==> src/rtl/lc3_mem_pkg.sv <==
// lc3_mem_pkg: shared widths, FSM/owner enums and counter helper for the LC-3 memory arbiter.
package lc3_mem_pkg;
  localparam int LC3_AW = 16;
  localparam int LC3_DW = 16;
  typedef enum logic [1:0] {IDLE, ACCESS, WAIT, RESP} mem_arb_state_t;
  typedef enum logic {OWN_CPU, OWN_DBG} mem_owner_t;
  function automatic logic [LC3_DW-1:0] sat_inc(input logic [LC3_DW-1:0] v);
    return &v ? v : v + 1'b1;
  endfunction
endpackage

==> src/rtl/rr_arb2.sv <==
// rr_arb2: two-way round-robin grant; the pointer moves only when a grant is taken.
module rr_arb2 import lc3_mem_pkg::*; (
  input  logic       clk,
  input  logic       reset,
  input  logic       en,
  input  logic       cpu_req,
  input  logic       dbg_req,
  output logic       grant,
  output mem_owner_t winner
);
  mem_owner_t last_q, last_d;
  always_comb begin
    winner = (cpu_req && dbg_req) ? (last_q == OWN_CPU ? OWN_DBG : OWN_CPU) : (dbg_req ? OWN_DBG : OWN_CPU);
    grant  = en && (cpu_req || dbg_req);
    last_d = grant ? winner : last_q;
  end
  always_ff @(posedge clk) last_q <= reset ? OWN_DBG : last_d;
endmodule

==> src/rtl/lc3_mem_arbiter.sv <==
// lc3_mem_arbiter: arbitrates CPU and debug requests onto a fixed-latency memory port.
module lc3_mem_arbiter import lc3_mem_pkg::*; #(
  parameter int MEM_LAT = 2
) (
  input  logic              clk,
  input  logic              reset,
  input  logic              cpu_req,
  input  logic              cpu_we,
  input  logic [LC3_AW-1:0] cpu_addr,
  input  logic [LC3_DW-1:0] cpu_wdata,
  output logic [LC3_DW-1:0] cpu_rdata,
  output logic              cpu_ready,
  input  logic              dbg_req,
  input  logic              dbg_we,
  input  logic [LC3_AW-1:0] dbg_addr,
  input  logic [LC3_DW-1:0] dbg_wdata,
  output logic [LC3_DW-1:0] dbg_rdata,
  output logic              dbg_ready,
  output logic              mem_en,
  output logic              mem_we,
  output logic [LC3_AW-1:0] mem_addr,
  output logic [LC3_DW-1:0] mem_wdata,
  input  logic [LC3_DW-1:0] mem_rdata,
  output logic              busy,
  output logic              owner,
  output logic [15:0]       cpu_grants,
  output logic [15:0]       dbg_grants
);
  if (MEM_LAT < 1 || MEM_LAT > 15) begin : g_bad_lat
    $error("lc3_mem_arbiter: MEM_LAT must be in 1..15");
  end
  localparam logic [3:0] LAST = 4'(MEM_LAT - 1);
  mem_arb_state_t    state_q, state_d;
  mem_owner_t        owner_q, owner_d, winner;
  logic              grant, we_q, we_d, is_dbg;
  logic [3:0]        cnt_q, cnt_d;
  logic [LC3_AW-1:0] addr_q, addr_d;
  logic [LC3_DW-1:0] wdata_q, wdata_d, rd_val;
  logic [LC3_DW-1:0] cpu_rdata_q, cpu_rdata_d, dbg_rdata_q, dbg_rdata_d;
  logic [15:0]       cpu_grants_q, cpu_grants_d, dbg_grants_q, dbg_grants_d;
  rr_arb2 u_rr (
    .clk(clk), .reset(reset), .en(state_q == IDLE),
    .cpu_req(cpu_req), .dbg_req(dbg_req), .grant(grant), .winner(winner)
  );
  always_comb begin
    state_d      = state_q;
    owner_d      = owner_q;
    we_d         = we_q;
    addr_d       = addr_q;
    wdata_d      = wdata_q;
    cnt_d        = cnt_q;
    cpu_rdata_d  = cpu_rdata_q;
    dbg_rdata_d  = dbg_rdata_q;
    cpu_grants_d = cpu_grants_q;
    dbg_grants_d = dbg_grants_q;
    is_dbg       = owner_q == OWN_DBG;
    rd_val       = we_q ? '0 : mem_rdata;
    case (state_q)
      IDLE: if (grant) begin
        state_d = ACCESS;
        owner_d = winner;
        we_d    = winner == OWN_DBG ? dbg_we : cpu_we;
        addr_d  = winner == OWN_DBG ? dbg_addr : cpu_addr;
        wdata_d = winner == OWN_DBG ? dbg_wdata : cpu_wdata;
      end
      ACCESS: begin
        state_d = WAIT;
        cnt_d   = '0;
      end
      WAIT: begin
        cnt_d = cnt_q + 4'd1;
        if (cnt_q == LAST) begin
          state_d     = RESP;
          cpu_rdata_d = is_dbg ? cpu_rdata_q : rd_val;
          dbg_rdata_d = is_dbg ? rd_val : dbg_rdata_q;
        end
      end
      RESP: begin
        state_d      = IDLE;
        cpu_grants_d = is_dbg ? cpu_grants_q : sat_inc(cpu_grants_q);
        dbg_grants_d = is_dbg ? sat_inc(dbg_grants_q) : dbg_grants_q;
      end
      default: state_d = IDLE;
    endcase
  end
  always_ff @(posedge clk) begin
    if (reset) begin
      state_q      <= IDLE;
      owner_q      <= OWN_CPU;
      we_q         <= 1'b0;
      addr_q       <= '0;
      wdata_q      <= '0;
      cnt_q        <= '0;
      cpu_rdata_q  <= '0;
      dbg_rdata_q  <= '0;
      cpu_grants_q <= '0;
      dbg_grants_q <= '0;
    end else begin
      state_q      <= state_d;
      owner_q      <= owner_d;
      we_q         <= we_d;
      addr_q       <= addr_d;
      wdata_q      <= wdata_d;
      cnt_q        <= cnt_d;
      cpu_rdata_q  <= cpu_rdata_d;
      dbg_rdata_q  <= dbg_rdata_d;
      cpu_grants_q <= cpu_grants_d;
      dbg_grants_q <= dbg_grants_d;
    end
  end
  assign mem_en     = state_q == ACCESS;
  assign mem_we     = mem_en && we_q;
  assign mem_addr   = addr_q;
  assign mem_wdata  = wdata_q;
  assign busy       = state_q != IDLE;
  assign owner      = owner_q == OWN_DBG;
  assign cpu_ready  = state_q == RESP && owner_q == OWN_CPU;
  assign dbg_ready  = state_q == RESP && owner_q == OWN_DBG;
  assign cpu_rdata  = cpu_rdata_q;
  assign dbg_rdata  = dbg_rdata_q;
  assign cpu_grants = cpu_grants_q;
  assign dbg_grants = dbg_grants_q;
endmodule

==> config.mk <==
export PLATFORM = sky130hd
export DESIGN_NAME = lc3_mem_arbiter
export DESIGN_NICKNAME = d
export VERILOG_FILES = /design/src/rtl/lc3_mem_pkg.sv /design/src/rtl/rr_arb2.sv /design/src/rtl/lc3_mem_arbiter.sv
export SDC_FILE = /design/constraint.sdc
export NUM_CORES = 1
export LEC_CHECK = 0
export ABC_AREA = 1
export CORE_MARGIN = 10
export CORE_UTILIZATION = 49
export CTS_BUF_LIST = sky130_fd_sc_hd__clkbuf_8
export CTS_CLUSTER_DIAMETER = 50
export CTS_CLUSTER_SIZE = 16
export DETAILED_ROUTE_END_ITERATION = 8
export PLACE_DENSITY = 0.89
export SLEW_MARGIN = 20
export SYNTH_ARGS = -nofsm -noshare
export SYNTH_HDL_FRONTEND = slang
export SYNTH_SLANG_ARGS = --single-unit
==> constraint.sdc <==
create_clock -name clk -period 3.4 [get_ports clk]
set_input_delay 0.68 -clock clk [delete_from_list [all_inputs] [get_ports clk]]
set_output_delay 0.68 -clock clk [all_outputs]
set_load 0.02 [all_outputs]
Yosys cells after proc, flatten, opt, wreduce, memory -nomap -nowiden:

Cells that the tools add are included.

* add/subtract/negate cells: 3
* bitwise gates (word level): 3
* reductions and logical operators: 17
* mux-type cells: 11
* eq/ne operators: 6

Operators with widths (count)
* $mux W16: 3
* $add A16 B1 Y16 const B: 2
* $reduce_and A16 Y1: 2
* $reduce_and A3 Y1: 4
* $pmux W2 S4: 1
* $pmux W4 S2: 1
* $logic_and A1 B1 Y1: 5
* $add A4 B1 Y4 const B: 1
* $eq A2 B2 Y1 const B: 2
* $eq A4 B1 Y1 const B: 1
* $mux W1: 4
* $mux W2: 2
* $ne A2 B2 Y1 const B: 2
* $reduce_and A2 Y1: 2
* $reduce_bool A2 Y1: 2
* $not A1 Y1: 3
* $eq A2 B1 Y1 const B: 1
* $logic_not A2 Y1: 1
* $logic_or A1 B1 Y1: 1

* input port bits: 86
* flip-flop bits (word level): 105
* output and inout bits: 102

Depth between registers and ports, before layout:

* word-level depth: 4
* mapped depth: 10
* gate-level depth less buffers: 10

Modules after synthesis:

Synthesis repeated with hierarchy kept, for this count alone.

* cells, all modules: 710
* area, all modules: 4967.3 um^2

Modules (own cells, without submodules)
* lc3_mem_arbiter: times used 1, cells an instance 701, sequential area each 2082.0 um^2, area each 4906.0 um^2
* rr_arb2: times used 1, cells an instance 9, sequential area each 20.0 um^2, area each 61.3 um^2

Worst setup path after synthesis:

Ideal clock, no wire load.

* path kind: reg2out
* start: register owner_q, in the netlist owner
* end: output port dbg_ready
* path slack: 1703 ps
* data arrival time: 1017 ps
* cell stages (with the launch flop): 3
* required time: 2720 ps
* path through: dfxtp_1 -> nand2_1 -> inv_1

* longest elaborated chain between the ends: 1

RTL lines
* start, declared: RTL line lc3_mem_arbiter.sv:34 `mem_owner_t owner_q, owner_d, winner;`
* start signal, assigned: RTL line lc3_mem_arbiter.sv:100 `owner_q <= owner_d;`
* $logic_and A1 B1 Y1: RTL line lc3_mem_arbiter.sv:118 `assign dbg_ready = state_q == RESP && owner_q == OWN_DBG;`
* end, declared: RTL line lc3_mem_arbiter.sv:18 `output logic dbg_ready,`

No other way between the ends.

Worst setup path after layout:

* start: register state_q[0]
* end: output port cpu_ready

* longest elaborated chain between the ends: 2

RTL lines
* start, declared: RTL line lc3_mem_arbiter.sv:33 `mem_arb_state_t state_q, state_d;`
* start signal, assigned: RTL line lc3_mem_arbiter.sv:99 `state_q <= state_d;`
* $eq A2 B2 Y1: RTL line lc3_mem_arbiter.sv:117 `assign cpu_ready = state_q == RESP && owner_q == OWN_CPU;`
* $logic_and A1 B1 Y1: RTL line lc3_mem_arbiter.sv:117
* end, declared: RTL line lc3_mem_arbiter.sv:12 `output logic cpu_ready,`

No other way between the ends.

==> flow_summary.toml <==
[clocking]
ctsResizeCount = 0
path_clk_slew_ns = 0.11
root_buffer = "clkbuf_8"
cts_hold_buffers = 0
clock_latency_ns = 0.36
cts_max_level = 3
numClockSinks = 105
clockBufferDepth = 2
numCtsBuffers = 9
tritoncts = "built"
cts_setup_buffers = 0

[synth]
synth_cell_types = 30
synthFlopType = "dfxtp_1"
synth_top_cell_area_share_pct = 43.8
async_flop_share_pct = 0
synth_edf_count = 0
yosysTopAreaCell = "dfxtp_1"
synthMuxAreaShare_pct = 0
synth_compound_area_share_pct = 18.1
syn_nets = 759
syn-cell-area_sq_um = 4800
synthSimpleGateAreaFrac_pct = 27.0
synth_adder_area_share_pct = 2.08
synth_xor_xnor_area_share_pct = 1.46
synth_seq_cells = 105
syn_inst = 665
ys_top_cells_by_area = "dfxtp_1 44%, nand2_1 14%, o21ai_0 6.8%"
yosys_warnings = 0
synth_top_family_by_area = "simple AND/OR/NAND/NOR gates"
seq_area_frac_synth_pct = 43.8
syn_area_per_cell_sq_um = 7.22

[cells_and_area]
final_cells = 976
area_growth_pct = 44.0
final_common_cell = "clkdlybuf4s50_1"
drive_above_1_share_pct = 6.17
nets = 932
stdcell_area_sq_um = 6910
layout_common_cells = "187 x clkdlybuf4s50_1, 173 x nand2_1, 105 x dfxtp_1"
antenna_cells = 0
final_util_pct = 71.7

[die]
dieWidth_um = 119
design.core.area_sq_um = 9640
die_h_um = 119
dieArea_sq_um = 14200
start_util_pct = 49.8
core.rowCount = 36
ioPinCount = 188

[timing]
hold_viol_final = 0
slew_headroom_pct = 39.3
final.period_utilization_pct = 77.4
finalCriticalPeriod_ns = 2.63
rsz0062_at_grt = "false"
setup_viol_count_final = 0
fin_skew_ns = 0.0106
setup_tns_ns = 0
slew_violations = 0
worst_slew_pin_slew_ns = 0.906
fmax_mhz = 380

[worst_setup_path]
cp-end-kind = "primary output"
timing.rr.end = "mem_addr[15]$_SDFFE_PP0P_"
crit_start = "state_q[0]$_SDFFE_PP0P_"
cp_max_fo = 3
reg2reg_slack_ns = 1.30
path_class = "flip-flop to primary output"
r2r_start = "state_q[0]$_SDFFE_PP0P_"
reg2reg_depth = 7
crit_end = "cpu_ready"
critPathLaunchType = "flip-flop"
arrival_ns = 1.95
crit_required_ns = 2.72

[place]
dp.cells = 960
place_hpwl_um = 11900
port_buffers = 187
place_area_sq_um = 6720
place.gp.congestion = 0.829

[routing]
vias = 5047
via_per_inst = 5.17
route.detailed.drc = 0
firstDrtPassIters = 4
totalWireLength_um = 15100
wire_per_inst_um = 15.5
drt-initial-drc-count = 369
ant_nets = 0

[global_route]
grt_pass1_vias = 5130
grt_antenna_before_repair = 0
grt_max_degree = 47
grt-ovfl-total = 0
grt_pass1_wl_um = 25100
grt_util_all_layers_pct = 21.2

[job]
cap_violations = 0

[min_path]
holdPathStages = 2
hold_class = "flip-flop to flip-flop"

[status]
status = "completed"

[power_and_ir_drop]
ir_drop_mv = 0.357
power_leakage_nw = 2.71
powerDensity_nw_per_um2 = 532
p_total_mw = 3.68
[worst min-delay path by stage]
stage | from | end | slack [ns]
2_1_floorplan | u_rr.last_q$_SDFFE_PP1P_ | u_rr.last_q$_SDFFE_PP1P_ | 0.43
3_3_place_gp | cpu_rdata[14]$_SDFFE_PP0P_ | cpu_rdata[14]$_SDFFE_PP0P_ | 0.45
3_5_place_dp | cpu_rdata[13]$_SDFFE_PP0P_ | cpu_rdata[13]$_SDFFE_PP0P_ | 0.46
4_1_cts | cpu_rdata[13]$_SDFFE_PP0P_ | cpu_rdata[13]$_SDFFE_PP0P_ | 0.47
5_1_grt | dbg_rdata[13]$_SDFFE_PP0P_ | dbg_rdata[13]$_SDFFE_PP0P_ | 0.51
6_report | cpu_rdata[13]$_SDFFE_PP0P_ | cpu_rdata[13]$_SDFFE_PP0P_ | 0.47
[layout make-up]
class / count / area (sq um)
timing repair buffer: 194 / 1920
clock buffer: 9 / 124
multi-input combinational: 479 / 2340
sequential: 105 / 2100
inverter: 49 / 184
tap: 133 / 166
clock inverter: 7 / 70.1
fill: 777 / 2730
[worst max-delay path, cell delays in order, from the launching register on]
cell and delay, ns:
dfxtp_1 0.38, ha_1 0.17, inv_1 0.04, nor2_1 0.31, clkdlybuf4s50_1 0.69
[synth_stat cells, types with 2 or more instances]
library cell / count
a31oi_1: 34
o21ai_1: 6
nor3_4: 2
buf_4: 2
inv_2: 2
dfxtp_1: 105
a21oi_1: 43
buf_2: 12
buf_6: 5
nor3_1: 4
nor2_4: 4
clkbuf_1: 12
ha_1: 8
nand3_1: 24
nand2_2: 5
a21oi_2: 8
nand4_1: 5
inv_1: 45
clkinv_1: 2
nand2_1: 173
nand2_4: 2
nor2_2: 3
nor2_1: 82
o21ai_0: 65
xor2_1: 7
[logic make-up (layout without fill, tap and decap cells)]
logic type                 Yosys count  in the layout
adders and majority gates            8              8
xor gates and xnor gates             8              8
DFF                                105            105
buffers and inverters               81            259
AOI/OAI and AO/OA                  157            157
and+or+nand+nor                    306            306
[per-stage QoR]
| step | setup WS [ns] | hold WS [ns] |
|---|---|---|
| finish | 0.770 | 0.473 |
| global route | 0.698 | 0.510 |
| CTS | 0.759 | 0.473 |
| detailed placement | 0.762 | 0.459 |
| global placement | 0.890 | 0.450 |
| floorplan | 1.70 | 0.429 |
[registers in the layout, summed over array words and instances (netlist names)]
signal	count
u_rr.last_q	1
cnt_q	4
dbg_grants	16
owner	1
we_q	1
mem_addr	16
cpu_grants	16
mem_wdata	16
state_q	2
cpu_rdata	16
dbg_rdata	16
[power breakdown]
group / internal [mW] / total, mW / switching, mW / leakage, nW
sequential: 1.43 / 1.56 / 0.131 / 0.855
clock: 0.289 / 0.762 / 0.473 / 0.101
combinational: 0.571 / 1.36 / 0.788 / 1.75
[per-layer routing]
metal / vias to the layer above / part of all wire (%) / GRT usage, %
li1: 2522 / - / -
met1: 2306 / 38 / 21.8
met2: 191 / 49 / 35.9
met3: 28 / 11 / 11.1
met4: 0 / 2.4 / 7.63
met5: - / 0 / 0
(Power assumes the default switching activity.)
